### src/rtl/reg_file_pkg.sv
// reg_file_pkg: shared types and defaults for the multi-port register file.
//   rf_state_t : clear-sweep FSM states (IDLE, SWEEP, DONE)
//   RF_XLEN    : default register width
//   RF_NREGS   : default register count
package reg_file_pkg;

  localparam int RF_XLEN  = 32;
  localparam int RF_NREGS = 32;

  typedef enum logic [1:0] {
    IDLE  = 2'd0,
    SWEEP = 2'd1,
    DONE  = 2'd2
  } rf_state_t;

endpackage

### src/rtl/reg_file_mp_if.sv
// reg_file_mp_if: bus between decode/writeback (master) and reg_file_mp (slave).
//   rs        : packed read indices, port k at [k*AW +: AW]
//   read_data : packed read data, port k at [k*XLEN +: XLEN]
//   wr_valid / wr_ready / rd / wr_data : write port
//   clr_req / busy / clr_done          : clear sweep control and status
//   dbg_state : current clear-FSM state, for observation only
//
// Write handshake: a write transfers on a rising edge where wr_valid and
// wr_ready are both 1. rd and wr_data must be stable while wr_valid is
// high; wr_ready does not depend on wr_valid, and the master may hold
// wr_valid across cycles until the transfer happens.
interface reg_file_mp_if #(
  parameter int XLEN  = reg_file_pkg::RF_XLEN,
  parameter int NREGS = reg_file_pkg::RF_NREGS,
  parameter int NRD   = 2
) ();
  localparam int AW = $clog2(NREGS);

  logic [NRD*AW-1:0]       rs;
  logic [NRD*XLEN-1:0]     read_data;
  logic                    wr_valid;
  logic                    wr_ready;
  logic [AW-1:0]           rd;
  logic [XLEN-1:0]         wr_data;
  logic                    clr_req;
  logic                    busy;
  logic                    clr_done;
  reg_file_pkg::rf_state_t dbg_state;

  modport master (
    output rs, wr_valid, rd, wr_data, clr_req,
    input  read_data, wr_ready, busy, clr_done, dbg_state
  );

  modport slave (
    input  rs, wr_valid, rd, wr_data, clr_req,
    output read_data, wr_ready, busy, clr_done, dbg_state
  );

endinterface

### src/rtl/reg_file_clr_fsm.sv
// reg_file_clr_fsm: clear-sweep controller for reg_file_mp.
// Ports:
//   clk, reset (sync, active-low)
//   clr_req  : start a sweep (honoured only in IDLE)
//   busy     : high in SWEEP
//   clr_done : one-cycle pulse in DONE
//   wr_ready : high only in IDLE
//   clr_en / clr_idx : zero storage[clr_idx] at the next edge
//   state    : current FSM state
module reg_file_clr_fsm
  import reg_file_pkg::*;
#(
  parameter int NREGS = RF_NREGS,
  localparam int AW   = $clog2(NREGS)
) (
  input  logic          clk,
  input  logic          reset,
  input  logic          clr_req,
  output logic          busy,
  output logic          clr_done,
  output logic          wr_ready,
  output logic          clr_en,
  output logic [AW-1:0] clr_idx,
  output rf_state_t     state
);

  rf_state_t     state_q, state_d;
  logic [AW-1:0] ptr_q, ptr_d;

  always_ff @(posedge clk) begin
    if (!reset) begin
      state_q <= IDLE;
      ptr_q   <= '0;
    end else begin
      state_q <= state_d;
      ptr_q   <= ptr_d;
    end
  end

  always_comb begin
    state_d  = state_q;
    ptr_d    = ptr_q;
    busy     = 1'b0;
    clr_done = 1'b0;
    wr_ready = 1'b0;
    clr_en   = 1'b0;
    unique case (state_q)
      IDLE: begin
        wr_ready = 1'b1;
        // Register 0 is hardwired, so the sweep starts at 1.
        if (clr_req) begin
          state_d = SWEEP;
          ptr_d   = AW'(1);
        end
      end
      SWEEP: begin
        busy   = 1'b1;
        clr_en = 1'b1;
        ptr_d  = ptr_q + AW'(1);
        if (ptr_q == AW'(NREGS - 1)) state_d = DONE;
      end
      DONE: begin
        clr_done = 1'b1;
        state_d  = IDLE;
      end
      default: state_d = IDLE;
    endcase
  end

  assign clr_idx = ptr_q;
  assign state   = state_q;

endmodule

### src/rtl/reg_file_mp.sv
// reg_file_mp: parametrised register file with NRD combinational read
// ports, one valid/ready write port and a one-register-per-cycle clear sweep.
// Register 0 is hardwired to zero.
// Ports:
//   clk   : clock, rising edge
//   reset : synchronous, active-low
//   bus   : reg_file_mp_if.slave (read indices/data, write port, sweep control)
// Build option:
//   REG_FILE_BYPASS_EN : forward an accepted write to matching read ports
//                        in the same cycle.
module reg_file_mp
  import reg_file_pkg::*;
#(
  parameter int XLEN  = RF_XLEN,
  parameter int NREGS = RF_NREGS,
  parameter int NRD   = 2
) (
  input  logic         clk,
  input  logic         reset,
  reg_file_mp_if.slave bus
);

  localparam int AW = $clog2(NREGS);

  logic [XLEN-1:0]     regs_q [NREGS];
  logic                fsm_busy, fsm_done, fsm_ready, clr_en;
  logic [AW-1:0]       clr_idx;
  rf_state_t           fsm_state;
  logic                wr_fire;
  logic [NRD*XLEN-1:0] rdata;

  reg_file_clr_fsm #(.NREGS(NREGS)) u_clr_fsm (
    .clk      (clk),
    .reset    (reset),
    .clr_req  (bus.clr_req),
    .busy     (fsm_busy),
    .clr_done (fsm_done),
    .wr_ready (fsm_ready),
    .clr_en   (clr_en),
    .clr_idx  (clr_idx),
    .state    (fsm_state)
  );

  assign wr_fire = bus.wr_valid && fsm_ready;

  // clr_en and wr_fire are mutually exclusive: writes are only accepted in IDLE.
  always_ff @(posedge clk) begin
    if (!reset) begin
      for (int i = 0; i < NREGS; i++) regs_q[i] <= '0;
    end else if (clr_en) begin
      regs_q[clr_idx] <= '0;
    end else if (wr_fire && (bus.rd != '0)) begin
      regs_q[bus.rd] <= bus.wr_data;
    end
  end

  always_comb begin
    rdata = '0;
    for (int k = 0; k < NRD; k++) begin
      logic [AW-1:0]   idx;
      logic [XLEN-1:0] val;
      idx = bus.rs[k*AW +: AW];
      val = (idx == '0) ? '0 : regs_q[idx];
`ifdef REG_FILE_BYPASS_EN
      if (wr_fire && (fsm_state == IDLE) && (bus.rd != '0) && (idx == bus.rd))
        val = bus.wr_data;
`endif
      rdata[k*XLEN +: XLEN] = val;
    end
  end

  assign bus.read_data = rdata;
  assign bus.wr_ready  = fsm_ready;
  assign bus.busy      = fsm_busy;
  assign bus.clr_done  = fsm_done;
  assign bus.dbg_state = fsm_state;

endmodule

### src/flat_wrapper.sv
// flat-port wrapper written by rule: the top's interface ports become plain ports
module reg_file_mp_flat import reg_file_pkg::*;
#(
  parameter int XLEN  = RF_XLEN,
  parameter int NREGS = RF_NREGS,
  parameter int NRD   = 2
)
  (clk, reset, bus_rs, bus_wr_valid, bus_rd, bus_wr_data, bus_clr_req, bus_read_data, bus_wr_ready, bus_busy, bus_clr_done, bus_dbg_state);
  reg_file_mp_if #(.XLEN(XLEN), .NREGS(NREGS), .NRD(NRD)) bus_i ();
  input  logic clk;
  input  logic reset;
  input wire logic [$bits(bus_i.rs)-1:0] bus_rs;
  input wire logic [$bits(bus_i.wr_valid)-1:0] bus_wr_valid;
  input wire logic [$bits(bus_i.rd)-1:0] bus_rd;
  input wire logic [$bits(bus_i.wr_data)-1:0] bus_wr_data;
  input wire logic [$bits(bus_i.clr_req)-1:0] bus_clr_req;
  output wire logic [$bits(bus_i.read_data)-1:0] bus_read_data;
  output wire logic [$bits(bus_i.wr_ready)-1:0] bus_wr_ready;
  output wire logic [$bits(bus_i.busy)-1:0] bus_busy;
  output wire logic [$bits(bus_i.clr_done)-1:0] bus_clr_done;
  output wire logic [$bits(bus_i.dbg_state)-1:0] bus_dbg_state;
  assign bus_i.rs = bus_rs;
  assign bus_i.wr_valid = bus_wr_valid;
  assign bus_i.rd = bus_rd;
  assign bus_i.wr_data = bus_wr_data;
  assign bus_i.clr_req = bus_clr_req;
  assign bus_read_data = bus_i.read_data;
  assign bus_wr_ready = bus_i.wr_ready;
  assign bus_busy = bus_i.busy;
  assign bus_clr_done = bus_i.clr_done;
  assign bus_dbg_state = bus_i.dbg_state;
  reg_file_mp #(.XLEN(XLEN), .NREGS(NREGS), .NRD(NRD)) u_core (.clk(clk), .reset(reset), .bus(bus_i));
endmodule
### config.mk
export PLATFORM = sky130hd
export DESIGN_NAME = reg_file_mp_flat
export DESIGN_NICKNAME = d
export VERILOG_FILES = /design/src/rtl/reg_file_pkg.sv /design/src/rtl/reg_file_mp_if.sv /design/src/rtl/reg_file_clr_fsm.sv /design/src/rtl/reg_file_mp.sv /design/src/flat_wrapper.sv
export SDC_FILE = /design/constraint.sdc
export NUM_CORES = 2
export LEC_CHECK = 0
export ABC_AREA = 1
export BUFFER_PORTS_ARGS = -buffer_cell sky130_fd_sc_hd__buf_2
export CORE_UTILIZATION = 50
export DETAILED_ROUTE_END_ITERATION = 6
export PLACE_DENSITY = 0.66
export SLEW_MARGIN = 40
export SYNTH_ARGS = -nofsm -noshare
export SYNTH_HDL_FRONTEND = slang
export SYNTH_SLANG_ARGS = --single-unit
### constraint.sdc
create_clock -name clk -period 10.1 [get_ports clk]
set_input_delay 2.525 -clock clk [delete_from_list [all_inputs] [get_ports clk]]
set_output_delay 2.525 -clock clk [all_outputs]
set_load 0.05 [all_outputs]
==> flow_summary.toml <==
[worst_hold_path]
hold_class = "reg -> reg"
hp-start = "u_core.u_clr_fsm.clr_idx[3]"

[finish]
layout-drive-gt1-share_pct = 7.35
layout.nets = 7102
fin_area_um2 = 62200
area_delta_synth_final_pct = 8.84
fillers = 10200
final_cells = 8644
antennaDiodeCount = 0

[global_route]
grt_start_max_net_pins = 199
grt_overflow = 0
grt_pass1_vias = 50700
grt_pass1_wl_um = 325000
antenna_found_initial = 1
grtUsageTotal_pct = 37.8

[power_and_ir_drop]
p_int_mw = 7.61
p_per_area_nw_per_um2 = 171
combPwrFrac_pct = 14.1
p_clk_share_pct = 39.5
p_switching_mw = 3.03
power_leakage_nw = 24.4
power_mw = 10.6
power_frac_seq_pct = 46.5
ir_drop_mv = 0.150
swShare_pct = 28.5

[synth]
ys.flop_type = "edfxtp_1"
yosysUniqueCellTypes = 30
ys_ff_latch = 1031
netlist_instances = 7290
ys.warnings.count = 0
synth-edff-count = 1024
synth_top_area_share_pct = 53.8
yosysTopAreaCell = "edfxtp_1"
post_synth.cell_area_avg_um2 = 7.84
synth_area_um2 = 57200
synthArstFlopShare_pct = 0
synthTopCellsByCount = "nand2_1 (2589), nand3_1 (1363), nor2_1 (1232)"
ys_seq_area_share_pct = 54.0
synth_most_common_cell = "nand2_1"
synth_area_leaders = "edfxtp_1 (54%), nand2_1 (17%), nand3_1 (12%)"

[route]
wl_per_cell_um = 26.2
drt-pass1-iter-count = 6
ant_nets = 0
first_iter_violations = 9729
vias = 54600
drt-total-wl_um = 226000
drc = 0
avgViaCountPerCell = 6.32

[setup_path]
cp-start-kind = "input port"
worst-setup-path-type = "in -> out"
worstPathArrival_ns = 5.95
cp-end-kind = "output port"
rr_startpoint = "u_core.u_clr_fsm.state[0]"
cp_data_required_time_ns = 7.58
critPathMaxFanout = 68
cp-startpoint = "bus_rs[5]"

[die]
core_um2 = 113000
initial_utilization_pct = 50.6
io_pins = 120
die_h_um = 340
rows = 123
design.die.area_um2 = 116000
fp.dieW_um = 340

[clocking]
root_buffer = "clkbuf_16"
ctsResizeCount = 0
clock-sinks = 1031
clkTransAtPathRegs_ns = 0.06
cts_max_level = 3
tritoncts = "done"
cts_setup_buffers = 0
clkLatencyLatePin_ns = 0.72
holdBufCountCts = 0
max-clock-path-buffers = 3
cts_buffers = 115

[sta]
hold_viol = 0
finalSetupViolCount = 0
skew_ns = 0.0124
rsz0062_at_grt = "false"
layout_min_cycle_time_ns = 8.47
tightestPinTransition_ns = 0.981
max-slew-margin-rel_pct = 34.6
fmax_mhz = 118
finalMaxSlewViolations = 0
timing.hold.ws_ns = 0.532
setup_tns_ns = 0
period_share_pct = 83.9

[place]
dp_cells = 8428
hpwl_um = 116000
io_buffers = 119
placed_area_um2 = 58400
gp_congestion = 0.913

[outcome]
status = "complete, no violations"

[job]
cap_violations = 0
==> cells in the final DEF, fill, tap and decap left out, drive strengths merged <==
cell type | synthesis | layout
ha | 2 | 2
clkbuf | 470 | 152
nand3 | 1365 | 1365
clkinv | 1 | 46
nand3b | 1 | 1
a22oi | 2 | 2
dfxtp | 7 | 7
a221oi | 1 | 1
edfxtp | 1024 | 1024
bufinv | 0 | 9
nand2 | 2624 | 2624
conb | 1 | 32
buf | 171 | 252
nor3 | 3 | 3
nand4 | 1 | 1
nor2 | 1263 | 1263
inv | 66 | 67
o21ai | 144 | 144
a21oi | 144 | 144
clkinvlp | 0 | 5
==> state kept, by name (all words and copies together) (netlist names) <==
name	cells
u_core.regs_q	1024
u_core.u_clr_fsm.clr_idx	5
u_core.u_clr_fsm.state	2
==> final cells by class <==
type	instances	area, µm²	area share [%]
clock buffer	152	3180	5.10
clock inverter	60	509	0.818
inverter	67	310	0.499
multi-input combinational	5582	23600	37.8
sequential	1031	30900	49.6
tap	1500	1880	3.02
timing repair buffer	252	1930	3.10
==> cell families (layout without fill, tap and decap cells) <==
| kind of cell | count (synthesis) | in the layout | share of synthesized area [%] |
|---|---|---|---|
| fa+ha+maj | 2 | 2 | 0.0438 |
| flops | 1031 | 1031 | 54.0 |
| other cells | 1 | 32 | 0.00656 |
| buf+inv | 708 | 531 | 5.19 |
| simple gates | 5257 | 5257 | 38.1 |
| compound gates | 291 | 291 | 2.59 |
==> worst max-delay path: stages <==
cell     delay [ns]
buf_8          0.43
buf_4          0.73
buf_4          0.72
nand2_1        0.10
nand3_1        0.12
nand2_1        0.07
nand2_1        0.06
nand2_1        0.06
nor2_1         0.14
nor2_1         0.08
nor2_1         0.36
buf_2          0.35
==> per-stage QoR <==
stage	util, %	setup WS, ns
2_1_floorplan	-	3.10
3_3_place_gp	51.7	1.86
3_5_place_dp	51.7	1.86
4_1_cts	55.0	1.85
5_1_grt	55.1	1.62
6_report	55.1	1.63
==> power by group through the flow <==
stage / clock network (mW) / registers (mW) / logic [mW]
after global placement: 0 / 5.02 / 1.42
after floorplan: 0 / 5.01 / 0.911
after CTS: 4.20 / 4.94 / 1.44
final: 4.20 / 4.95 / 1.50
after global routing: 4.36 / 4.96 / 1.56
after detailed placement: 0 / 5.03 / 1.43
==> path summary, 6_finish.rpt <==
check,endpoint,slack (ns),depth (start not counted)
min reg2reg,u_core.u_clr_fsm.clr_idx[3],0.53,2
min,u_core.u_clr_fsm.clr_idx[3],0.53,2
max,bus_read_data[42],1.63,12
max reg2reg,u_core.regs_q[6][23],5.88,11
==> metal layers <==
layer	routed length [µm]	up-vias	part of all wire [%]	global-route usage [%]
li1	-	23500	-	-
met1	80800	25500	36	51.0
met2	97400	4747	43	56.7
met3	34600	839	15	8.57
met4	13400	0	5.9	20.8
met5	0	-	0	0
Power figures use the tool's default switching activity.
